**src/rtl/pads_pkg.sv**
```systemverilog
// pads_pkg: shared state encoding for the pad-ring power sequencer
package pads_pkg;
    localparam int ST_W = 2;
    typedef enum logic [ST_W-1:0] {
        ST_OFF  = 2'd0,
        ST_UP   = 2'd1,
        ST_ON   = 2'd2,
        ST_DOWN = 2'd3
    } pwr_st_e;
endpackage

```
**src/rtl/pads_pwr_step_cnt.sv**
```systemverilog
// pads_pwr_step_cnt: loadable down-counter timing the settle gap between group steps
module pads_pwr_step_cnt #(
    parameter int DLY_W = 8
) (
    input  logic             clk_i,
    input  logic             rst_i,
    input  logic             ld_i,
    input  logic [DLY_W-1:0] ld_val_i,
    input  logic             dec_i,
    output logic             zero_o
);
    logic [DLY_W-1:0] cnt_q;
    // load has priority; decrement saturates at zero so the count never wraps
    always_ff @(posedge clk_i or posedge rst_i) begin
        if (rst_i) cnt_q <= '0;
        else if (ld_i) cnt_q <= ld_val_i;
        else if (dec_i && cnt_q != '0) cnt_q <= cnt_q - 1'b1;
    end
    assign zero_o = cnt_q == '0;
endmodule

```
**src/rtl/pads_pwr_seq.sv**
```systemverilog
// pads_pwr_seq: enables pad supply groups one at a time with a settle gap, reverse order on power-down
module pads_pwr_seq
    import pads_pkg::*;
#(
    parameter int N_GRP = 4,
    parameter int DLY_W = 8
) (
    input  logic             clk_i,
    input  logic             rst_i,
    input  logic             en_i,
    input  logic [DLY_W-1:0] dly_i,
    output logic [N_GRP-1:0] grp_en_o,
    output logic             iso_o,
    output logic             pwr_ok_o,
    output logic             busy_o,
    output logic [ST_W-1:0]  state_o
);
    localparam int IDX_W = N_GRP > 1 ? $clog2(N_GRP) : 1;
    localparam logic [IDX_W-1:0] IDX_LAST = IDX_W'(N_GRP - 1);
    pwr_st_e          state_q;
    logic [IDX_W-1:0] idx_q;
    logic [DLY_W-1:0] d_q;
    logic [N_GRP-1:0] grp_q;
    logic             iso_q, pwr_ok_q, busy_q;
    logic             smp, ld, dec, zero;
    logic [DLY_W-1:0] ld_val;
    // counter control: a fresh dly_i is taken only when a sequence starts or reverses
    always_comb begin
        smp    = (state_q == ST_OFF && en_i) || ((state_q == ST_UP || state_q == ST_ON) && !en_i);
        ld     = smp || (zero && ((state_q == ST_UP && en_i && idx_q != IDX_LAST) ||
                                  (state_q == ST_DOWN && idx_q != '0)));
        ld_val = smp ? dly_i : d_q;
        dec    = !zero && ((state_q == ST_UP && en_i) || state_q == ST_DOWN);
    end
    pads_pwr_step_cnt #(.DLY_W(DLY_W)) u_cnt (
        .clk_i   (clk_i),
        .rst_i   (rst_i),
        .ld_i    (ld),
        .ld_val_i(ld_val),
        .dec_i   (dec),
        .zero_o  (zero)
    );
    // sequencer FSM; grp_q grows/shrinks as a thermometer so shifting sets/clears bit idx
    always_ff @(posedge clk_i or posedge rst_i) begin
        if (rst_i) begin
            state_q  <= ST_OFF;
            idx_q    <= '0;
            d_q      <= '0;
            grp_q    <= '0;
            iso_q    <= 1'b1;
            pwr_ok_q <= 1'b0;
            busy_q   <= 1'b0;
        end else begin
            case (state_q)
                ST_OFF: if (en_i) begin
                    state_q <= ST_UP;
                    grp_q   <= N_GRP'(1);
                    idx_q   <= '0;
                    d_q     <= dly_i;
                    busy_q  <= 1'b1;
                end
                ST_UP: if (!en_i) begin
                    state_q <= ST_DOWN;
                    d_q     <= dly_i;
                end else if (zero) begin
                    if (idx_q != IDX_LAST) begin
                        idx_q <= idx_q + 1'b1;
                        grp_q <= (grp_q << 1) | N_GRP'(1);
                    end else begin
                        state_q  <= ST_ON;
                        pwr_ok_q <= 1'b1;
                        iso_q    <= 1'b0;
                        busy_q   <= 1'b0;
                    end
                end
                ST_ON: if (!en_i) begin
                    state_q  <= ST_DOWN;
                    d_q      <= dly_i;
                    pwr_ok_q <= 1'b0;
                    iso_q    <= 1'b1;
                    busy_q   <= 1'b1;
                end
                ST_DOWN: if (zero) begin
                    grp_q <= grp_q >> 1;
                    if (idx_q == '0) begin
                        state_q <= ST_OFF;
                        busy_q  <= 1'b0;
                    end else begin
                        idx_q <= idx_q - 1'b1;
                    end
                end
            endcase
        end
    end
    assign grp_en_o = grp_q;
    assign iso_o    = iso_q;
    assign pwr_ok_o = pwr_ok_q;
    assign busy_o   = busy_q;
    assign state_o  = state_q;
endmodule

```
**config.mk**
```make
export PLATFORM = sky130hd
export DESIGN_NAME = pads_pwr_seq
export DESIGN_NICKNAME = d
export VERILOG_FILES = /design/src/rtl/pads_pkg.sv /design/src/rtl/pads_pwr_step_cnt.sv /design/src/rtl/pads_pwr_seq.sv
export SDC_FILE = /design/constraint.sdc
export NUM_CORES = 1
export LEC_CHECK = 0
export BUFFER_PORTS_ARGS = -buffer_cell sky130_fd_sc_hd__clkbuf_2
export CAP_MARGIN = 15
export CELL_PAD_IN_SITES_DETAIL_PLACEMENT = 1
export CELL_PAD_IN_SITES_GLOBAL_PLACEMENT = 1
export CORE_MARGIN = 4
export CORE_UTILIZATION = 49
export DETAILED_ROUTE_END_ITERATION = 7
export PLACE_DENSITY = 0.85
export SYNTH_ARGS = -nofsm -noshare
export SYNTH_HDL_FRONTEND = slang
export SYNTH_HIERARCHICAL = 1
export SYNTH_SLANG_ARGS = --single-unit
```
**constraint.sdc**
```tcl
create_clock -name clk_i -period 4.7 [get_ports clk_i]
set_clock_uncertainty 0.15 [all_clocks]
set_input_delay 0.235 -clock clk_i [delete_from_list [all_inputs] [get_ports clk_i]]
set_output_delay 0.235 -clock clk_i [all_outputs]
set_load 0.01 [all_outputs]
```
Word level (Yosys, flattened, before mapping)
Cells that the tools add are included.
{ "classes": {"addsub": 3, "eq_ne": 16, "mux": 41, "reduce_logical": 31} }
{ "op_table": {"columns": ["op", "n"], "rows": [
  ["$mux 8", 5],
  ["$mux 2", 13],
  ["$mux 4", 5],
  ["$ne 2x2->1 const B", 10],
  ["$pmux 8 s2", 1],
  ["$reduce_and 7->1", 2],
  ["$pmux 4 s3", 1],
  ["$reduce_and 6->1", 2],
  ["$mux 1", 11],
  ["$logic_and 1x1->1", 8],
  ["$logic_not 8->1", 1],
  ["$pmux 2 s4", 1],
  ["$reduce_bool 2->1", 4],
  ["$reduce_bool 8->1", 1],
  ["$sub 8x1->8 const B", 1],
  ["$ne 3x3->1 const B", 2],
  ["$pmux 2 s3", 1],
  ["$logic_or 1x1->1", 5],
  ["$reduce_and 5->1", 1],
  ["$eq 2x2->1 const B", 2],
  ["$logic_not 2->1", 2],
  ["$pmux 1 s2", 2],
  ["$pmux 1 s4", 1],
  ["$reduce_and 3->1", 1],
  ["other kinds (7)", 8]
]} }
{ "word_totals": {"register_bits": 27, "in_bits": 11, "output_inout_bits": 9, "elab_cells": 99} }

Logic depth before layout (Yosys ltp)
Gate-level depths: netlist (run 1).
{ "logic_depth": {"depth_word": 7, "mapped_depth": 12, "depth_no_buf": 9} }

By module
Netlist (run 1), hierarchy kept.
{ "by_module_without_submodules": {"columns": ["module", "n_inst", "cells_each", "area_each_um2", "seq_area_each_um2"], "rows": [
  ["pads_pwr_seq", 1, 110, 1197.4, 476.7],
  ["pads_pwr_step_cnt", 1, 64, 549.3, 200.2]
]} }

Worst setup path before layout (run 1)
No wires, ideal clock.
{ "synth_path": {"path_type": "reg2reg", "startpoint": "register state_q[1] (netlist: state_o[1])", "endpoint": "register u_cnt.cnt_q[5]", "setup_ns": 0.082, "t_arrival_ns": 2.449, "t_required_ns": 4.468, "setup_slack_ns": 2.019, "path_stages_with_launch": 9, "path_cell_list": "dfrtp_1 -> inv_1 -> ha_1 -> clkbuf_1 -> a21oi_1 -> nor2_1 -> or3b_2 -> or4_1 -> a31oi_1"} }
{ "synth_via": {"elab_cells_between_ends": 20, "classes_between": "3 x eq/ne; 2 x mux; 15 x reduce/logical"} }
{ "synth_lines": {"columns": ["element", "line", "rtl"], "rows": [
  ["start: declaration", "pads_pwr_seq.sv:20", "pwr_st_e state_q;"],
  ["start signal: assignment", "pads_pwr_seq.sv:46", "state_q <= ST_OFF;"],
  ["start signal: assignment", "pads_pwr_seq.sv:56", "state_q <= ST_UP;"],
  ["start signal: assignment", "pads_pwr_seq.sv:63", "state_q <= ST_DOWN;"],
  ["$eq 2x1->1", "pads_pwr_seq.sv:33", "dec = !zero && ((state_q == ST_UP && en_i) || state_q == ST_DOWN);"],
  ["$logic_and 1x1->1", "pads_pwr_seq.sv:33", null],
  ["$logic_or 1x1->1 (*)", "pads_pwr_seq.sv:33", null],
  ["$logic_and 1x1->1 (*)", "pads_pwr_seq.sv:33", null],
  ["via dec", "pads_pwr_seq.sv:25", "logic smp, ld, dec, zero;"],
  ["$logic_and 1x1->1 (*)", "pads_pwr_step_cnt.sv:17", "else if (dec_i && cnt_q != '0) cnt_q <= cnt_q - 1'b1;"],
  ["$reduce_bool 2->1 (no source line) (*)", null, null],
  ["end signal: assignment", "pads_pwr_step_cnt.sv:16", "else if (ld_i) cnt_q <= ld_val_i;"],
  ["end signal: assignment", "pads_pwr_step_cnt.sv:17", null],
  ["end: declaration", "pads_pwr_step_cnt.sv:12", "logic [DLY_W-1:0] cnt_q;"]
]} }
Mark *: on every way through the listed nets, which the timed path passes. The rest lies on a longest branch.
A chain may end at the register's enable or synchronous reset.

Final worst setup path (run 1)
{ "layout_path": {"startpoint": "register u_cnt.cnt_q[0]", "endpoint": "register grp_q[1] (netlist: grp_en_o[1])"} }
{ "layout_via": {"elab_chain_cells": 3, "elab_cells_between_ends": 4, "classes_between": "2 x eq/ne; 2 x reduce/logical"} }
{ "layout_rtl": {"columns": ["element", "line", "rtl"], "rows": [
  ["$logic_not 8->1 (*)", "pads_pwr_step_cnt.sv:19", "assign zero_o = cnt_q == '0;"],
  ["via zero", "pads_pwr_seq.sv:25", null],
  ["$ne 2x2->1 (no source line)", null, null],
  ["$reduce_and 6->1 (no source line) (*)", null, null],
  ["end signal: assignment", "pads_pwr_seq.sv:68", "grp_q <= (grp_q << 1) | N_GRP'(1);"],
  ["end signal: assignment", "pads_pwr_seq.sv:84", "grp_q <= grp_q >> 1;"],
  ["end: declaration", "pads_pwr_seq.sv:23", "logic [N_GRP-1:0] grp_q;"]
]} }
Marked as above.

==> results of run 1 <==
where the power goes:
group	switching (mW)	internal, mW
sequential	0.104	0.335
combinational	0.437	0.367
clock	0.0787	0.0327
logic make-up (layout without fill, tap and decap cells):
group | after synthesis | after routing | share of synthesized area
adder cells (fa/ha/maj) | 8 | 8 | 0.0573
AND/OR/NAND/NOR | 54 | 54 | 0.165
multiplexers | 25 | 25 | 0.168
AO/OA/AOI/OAI | 40 | 40 | 0.165
flip-flops | 27 | 27 | 0.388
buffers and inverters | 20 | 44 | 0.0573
routing by layer:
metal	track usage	vias to the layer above
met5	0	-
met2	0.371	25
met1	0.275	744
met4	0.0886	0
met3	0.0216	9
li1	-	686
metrics by stage:
stage	hold WS, ns	area (um^2)	setup slack [ns]
floorplan	-0.0993	1750	2.02
global placement	0.0478	1840	1.92
CTS	0.166	1960	1.74
global route	0.188	1960	1.55
detailed placement	0.0452	1840	1.78
finish	0.174	1960	1.70
worst register-to-register path: stages (launching register included):
cell	delay [ns]
dfrtp_1	0.44
inv_1	0.11
ha_1	0.21
or3b_2	0.49
nor2_1	0.31
inv_1	0.14
o31ai_2	0.28
and3b_1	0.44
mux2_4	0.34
registers in the layout (all words and copies together) (netlist names):
signal,count
idx_q,2
pwr_ok_o,1
u_cnt/cnt_q,8
busy_o,1
iso_o,1
grp_en_o,4
state_o,2
d_q,8
area by class of cell:
cell class	instances	area [um^2]
Fill cell	384	1430
Multi-Input combinational cell	127	970
Sequential cell	27	677
Timing Repair Buffer	28	185
Tap cell	46	57.6
Inverter	12	45.0
Clock buffer	3	22.5
Clock inverter	1	7.51
how the worst min path moves through the flow:
stage               startpoint        endpoint  depth (start not counted)
floorplan                rst_i  u_cnt/cnt_q[0]                          1
global placement         rst_i  u_cnt/cnt_q[1]                          2
detailed placement       rst_i  u_cnt/cnt_q[1]                          2
CTS                       en_i        pwr_ok_o                          3
global route              en_i        pwr_ok_o                          3
finish                    en_i        pwr_ok_o                          3
cell usage in the layout, fill, tap and decap left out, types with 5 or more instances in the layout:
master,synthesis,final
mux2_2,19,19
dlygate4sd3_1,0,9
o21ai_0,7,7
dfrtp_1,26,26
a31oi_1,7,7
clkbuf_2,0,19
nor2_1,17,17
nand2_1,14,14
ha_1,8,8
a21oi_1,5,5
inv_1,11,11
what timing repair did:
action                     4_1_cts  5_1_grt
setup endpoints to repair        0        0
hold buffers                     9        0
hold endpoints to repair        34        0
==> flow_summary.yaml, run 1 <==
cts:
  clock_latency_ns: 0.35
  cts_resized: 0
  cts_tree: "done"
  clockBufferDepth: 2
  clock_sinks: 27
  cts_buffers: 3
  cts_htree_levels: 1
  cts_setup_buffers: 0
  cts_root_buf: "clkbuf_4"
  clk_pin_slew_worst_paths_ns: 0.16
die:
  coreArea_um2: 3390
  boundaryPins: 20
  die_y_um: 67.7
  start_util: 0.515
  num_rows: 21
  die_area_um2: 4580
  die_w_um: 67.7
sta:
  post-route-period-util: 0.639
  layout_min_cycle_time_ns: 3.00
  rsz0062_at_grt: "no"
  tightest_slew_ns: 0.878
  hold_viol: 0
  max_freq_mhz: 333
  setup_viol: 0
  tns_ns: 0
  finalMaxSlewViolations: 0
  relSlewSlack: 0.409
worst_setup_path:
  crit_path_end: "grp_en_o[1]"
  ff2ff_path_depth: 8
  r2r_end: "grp_en_o[1]"
  worst_r2r_startpoint: "u_cnt/cnt_q[0]"
  start_kind: "flop"
  crit_start: "u_cnt/cnt_q[0]"
  path_depth: 8
  crit_buf_inv: 2
  cp_slowest_cell: "or3b_2"
  cp_slowest_stage_delay_ns: 0.49
  crit_type: "reg -> reg"
  path_cells: "inv_1 > ha_1 > or3b_2 > nor2_1 > inv_1 > o31ai_2 > and3b_1 > mux2_4"
  end_kind: "flop"
  critPathTopFamily: "simple AND/OR/NAND/NOR gates"
  cp_common_cell: "inv_1"
  ff2ff_setup_slack_ns: 1.70
  crit_arrival_ns: 3.10
  cp.required_ns: 4.80
  cp_max_fo: 6
grt:
  grt_pass1_wl_um: 7340
  grt_pass1_vias: 1519
  grt_use_total: 0.216
  grt_max_degree: 20
  globalRouteOverflowTotal: 0
  antenna_found_initial: 0
final_layout:
  stdcell_count: 244
  drive_gt1_frac: 0.288
  antenna_cells: 0
  synthToLayoutAreaGrowth_pct: 12.5
  layout.nets: 218
  utilization: 0.580
routing:
  dr.pass1.iters: 4
  totalWireLength_um: 4600
  ant_nets: 0
  drt-wirelength-per-cell_um: 18.8
  drt_iter0_drc: 43
  highest_layer: "met4"
  met1Wirelength_um: 2100
  dr_wl_met2_um: 2300
  routed_via_density: 6.00
  post-route-drc-count: 0
  wl_met3_um: 90
  vias: 1464
synthesis:
  ys_ff_latch: 27
  synthTopCellsByCount: "dfrtp_1 (26), mux2_2 (19), nor2_1 (17)"
  synth.avg_cell_area_um2: 10.0
  synth_ff_type: "dfrtp_1"
  ys_seq_area_frac: 0.388
  synth_area_um2: 1750
  post-synth-top-count-cell: "dfrtp_1"
  synth_cell_types: 46
  netlist_instances: 174
  synth_edf_count: 0
  yosys.area.top_type: "dfrtp_1"
  yosysWarnings: 6
  synth_top_area_frac: 0.372
  synth_nets: 193
  synthArstFlopShare: 1.00
  synth_area_leaders: "dfrtp_1 (37%), mux2_2 (12%), ha_1 (5.7%)"
place:
  place_congestion: 0.811
  io_buffers: 19
  dpl.hpwl_um: 3160
  dp_cells: 231
job:
  maxCapViolCount: 0
hold_path:
  holdCritPathClass: "in -> reg"
power_and_ir_drop:
  p_per_area_nw_per_um2: 689
  irDropWorstVdd_v: 0.000300
  power_mw: 1.35
  p_leak_nw: 0.824
outcome:
  status: "completed"
No activity file was read; power rests on OpenSTA's default activity.
==> inputs of run 2 (changes only) <==
- CORE_UTILIZATION: 49 -> 45
- PLACE_DENSITY: 0.85 -> 0.79
- clock period: 4.7 -> 2.8 ns (I/O delays scaled with it)
==> run 2 against run 1 <==
Against the previous run: worst setup slack got worse by 1.6 ns; sequential cell count unchanged; fmax up 12%; combinational power grew 78%; critical path depth unchanged; non-clock buffer count is 8 higher; critical endpoint is now grp_en_o[2]; largest cell class unchanged; clock power is 110% higher; utilization fell by 2.7 points; largest power group unchanged; via count rose by 1.4%; first-iteration DRC count is 95% higher.
==> flow_summary.yaml, run 2 (synthesized netlist as in run 1, its figures left out) <==
final_layout:
  layout_commonest_cell: "dfrtp_1"
  drive_gt1_frac: 0.325
  synthToLayoutAreaGrowth_pct: 17.5
  antenna_cells: 0
  final_cell_mix: "dfrtp_1 (26), mux2_2 (19), clkbuf_2 (19)"
  layout.nets: 226
  nFillCells: 439
routing:
  post-route-drc-count: 0
  drt_iter0_drc: 84
  routed_via_density: 5.85
  dr.pass1.iters: 4
  ant_nets: 0
  vias: 1485
  drt-wirelength-per-cell_um: 17.8
  totalWireLength_um: 4520
worst_setup_path:
  cp_slowest_cell: "or3b_2"
  crit_type: "reg -> reg"
  end_kind: "flop"
  ff2ff_path_depth: 8
  r2r_end: "grp_en_o[2]"
  crit_arrival_ns: 2.69
  cp_max_fo: 6
  ff2ff_setup_slack_ns: 0.13
  cp_common_cell: "inv_1"
  start_kind: "flop"
  crit_buf_inv: 2
  critPathTopFamily: "simple AND/OR/NAND/NOR gates"
  cp.required_ns: 2.82
  path_cells: "inv_1 > ha_1 > or3b_2 > nor2_1 > inv_1 > o31ai_2 > and3b_2 > mux2_4"
  cp_slowest_stage_delay_ns: 0.49
  worst_r2r_startpoint: "u_cnt/cnt_q[0]"
outcome:
  status: "completed"
hold_path:
  holdPathEnd: "pwr_ok_o"
  hp-start: "en_i"
  holdCritPathClass: "in -> reg"
  hold_path_depth: 3
cts:
  clockBufferDepth: 2
  cts_root_buf: "clkbuf_8"
  clock_latency_ns: 0.27
  cts_htree_levels: 1
  clock_sinks: 27
  cts_tree: "done"
  cts_buffers: 3
  clk_pin_slew_worst_paths_ns: 0.10
grt:
  grt_pass1_vias: 1560
  globalRouteOverflowTotal: 0
  grt_max_degree: 20
  grt_pass1_wl_um: 7580
  grt-busiest-layer: "met2"
  global_route.usage.met1: 0.250
  met2_usage: 0.325
  met3_usage: 0.0259
  grt_use_total: 0.190
  antenna_found_initial: 0
sta:
  tns_ns: 0
  setup_viol: 0
  max_freq_mhz: 374
  rsz0062_at_grt: "no"
  relSlewSlack: 0.492
  post-route-period-util: 0.955
  layout_min_cycle_time_ns: 2.67
  tightest_slew_ns: 0.762
  hold_viol: 0
  finalMaxSlewViolations: 0
  finalWorstSetupSlack_ns: 0.125
die:
  die_area_um2: 4940
  coreArea_um2: 3720
  boundaryPins: 20
  num_rows: 22
  die_y_um: 70.3
  die_w_um: 70.3
  start_util: 0.470
place:
  dpl.hpwl_um: 3350
  io_buffers: 19
  pre_cts_ws_ns: 0.0747
  place_congestion: 0.876
power_and_ir_drop:
  p_leak_nw: 0.869
  p_per_area_nw_per_um2: 1170
  irDropWorstVdd_v: 0.000532
job:
  maxCapViolCount: 0
## run 2: what timing repair did
item	4_1_cts	5_1_grt
endpoints found under the setup margin	0	10
endpoints found under the hold margin	34	0
hold buffers	9	0
resized for setup	0	4
setup buffers	0	2
## run 2: worst max path at each step
stage | slack (ns) | endpoint | cells after the start | start
final | 0.13 | grp_en_o[2] | 8 | u_cnt/cnt_q[0]
after CTS | 0.05 | grp_en_o[2] | 8 | u_cnt/cnt_q[0]
after detailed placement | 0.07 | grp_en_o[2] | 8 | u_cnt/cnt_q[0]
after global routing | 0.02 | u_cnt/cnt_q[7] | 11 | u_cnt/cnt_q[0]
after floorplan | 0.12 | u_cnt/cnt_q[5] | 8 | state_o[1]
after global placement | 0.21 | grp_en_o[2] | 8 | u_cnt/cnt_q[0]
## run 2: through the flow
| step | util | area [um^2] | cells | power, mW | hold WS, ns |
|---|---|---|---|---|---|
| after floorplan | - | 1750 | 174 | 1.75 | -0.194 |
| after global placement | 0.509 | 1890 | 239 | 2.00 | -0.0441 |
| after global routing | 0.552 | 2050 | 254 | 2.59 | 0.169 |
| final | 0.552 | 2050 | 254 | 2.40 | 0.143 |
| after CTS | 0.545 | 2030 | 252 | 2.35 | 0.135 |
| after detailed placement | 0.509 | 1890 | 239 | 2.10 | -0.0361 |
## run 2: area by class of cell
| type | count | area [um^2] | area share |
|---|---|---|---|
| multi-input cells | 127 | 976 | 0.476 |
| clock buffers | 4 | 45.0 | 0.0220 |
| repair buffers | 36 | 245 | 0.120 |
| flip-flops and latches | 27 | 677 | 0.330 |
| well taps | 48 | 60.1 | 0.0293 |
| inverters | 12 | 48.8 | 0.0238 |
## run 2: metal layers
metal	wire, um	part of all wire	up-vias
li1	-	-	705
met1	2040	0.45	747
met2	2300	0.51	29
met3	142	0.031	4
met4	40	0.0088	0
met5	0	0	-
## run 2: worst reg2reg max path, stage by stage, from the launching register on
cell     delay (ns)
dfrtp_1        0.43
inv_1          0.13
ha_1           0.22
or3b_2         0.49
nor2_1         0.14
inv_1          0.09
o31ai_2        0.27
and3b_2        0.35
mux2_4         0.32
## run 2: where the power goes
group,internal [mW],switching (mW)
clock,0.102,0.128
sequential,0.564,0.169
combinational,0.691,0.743
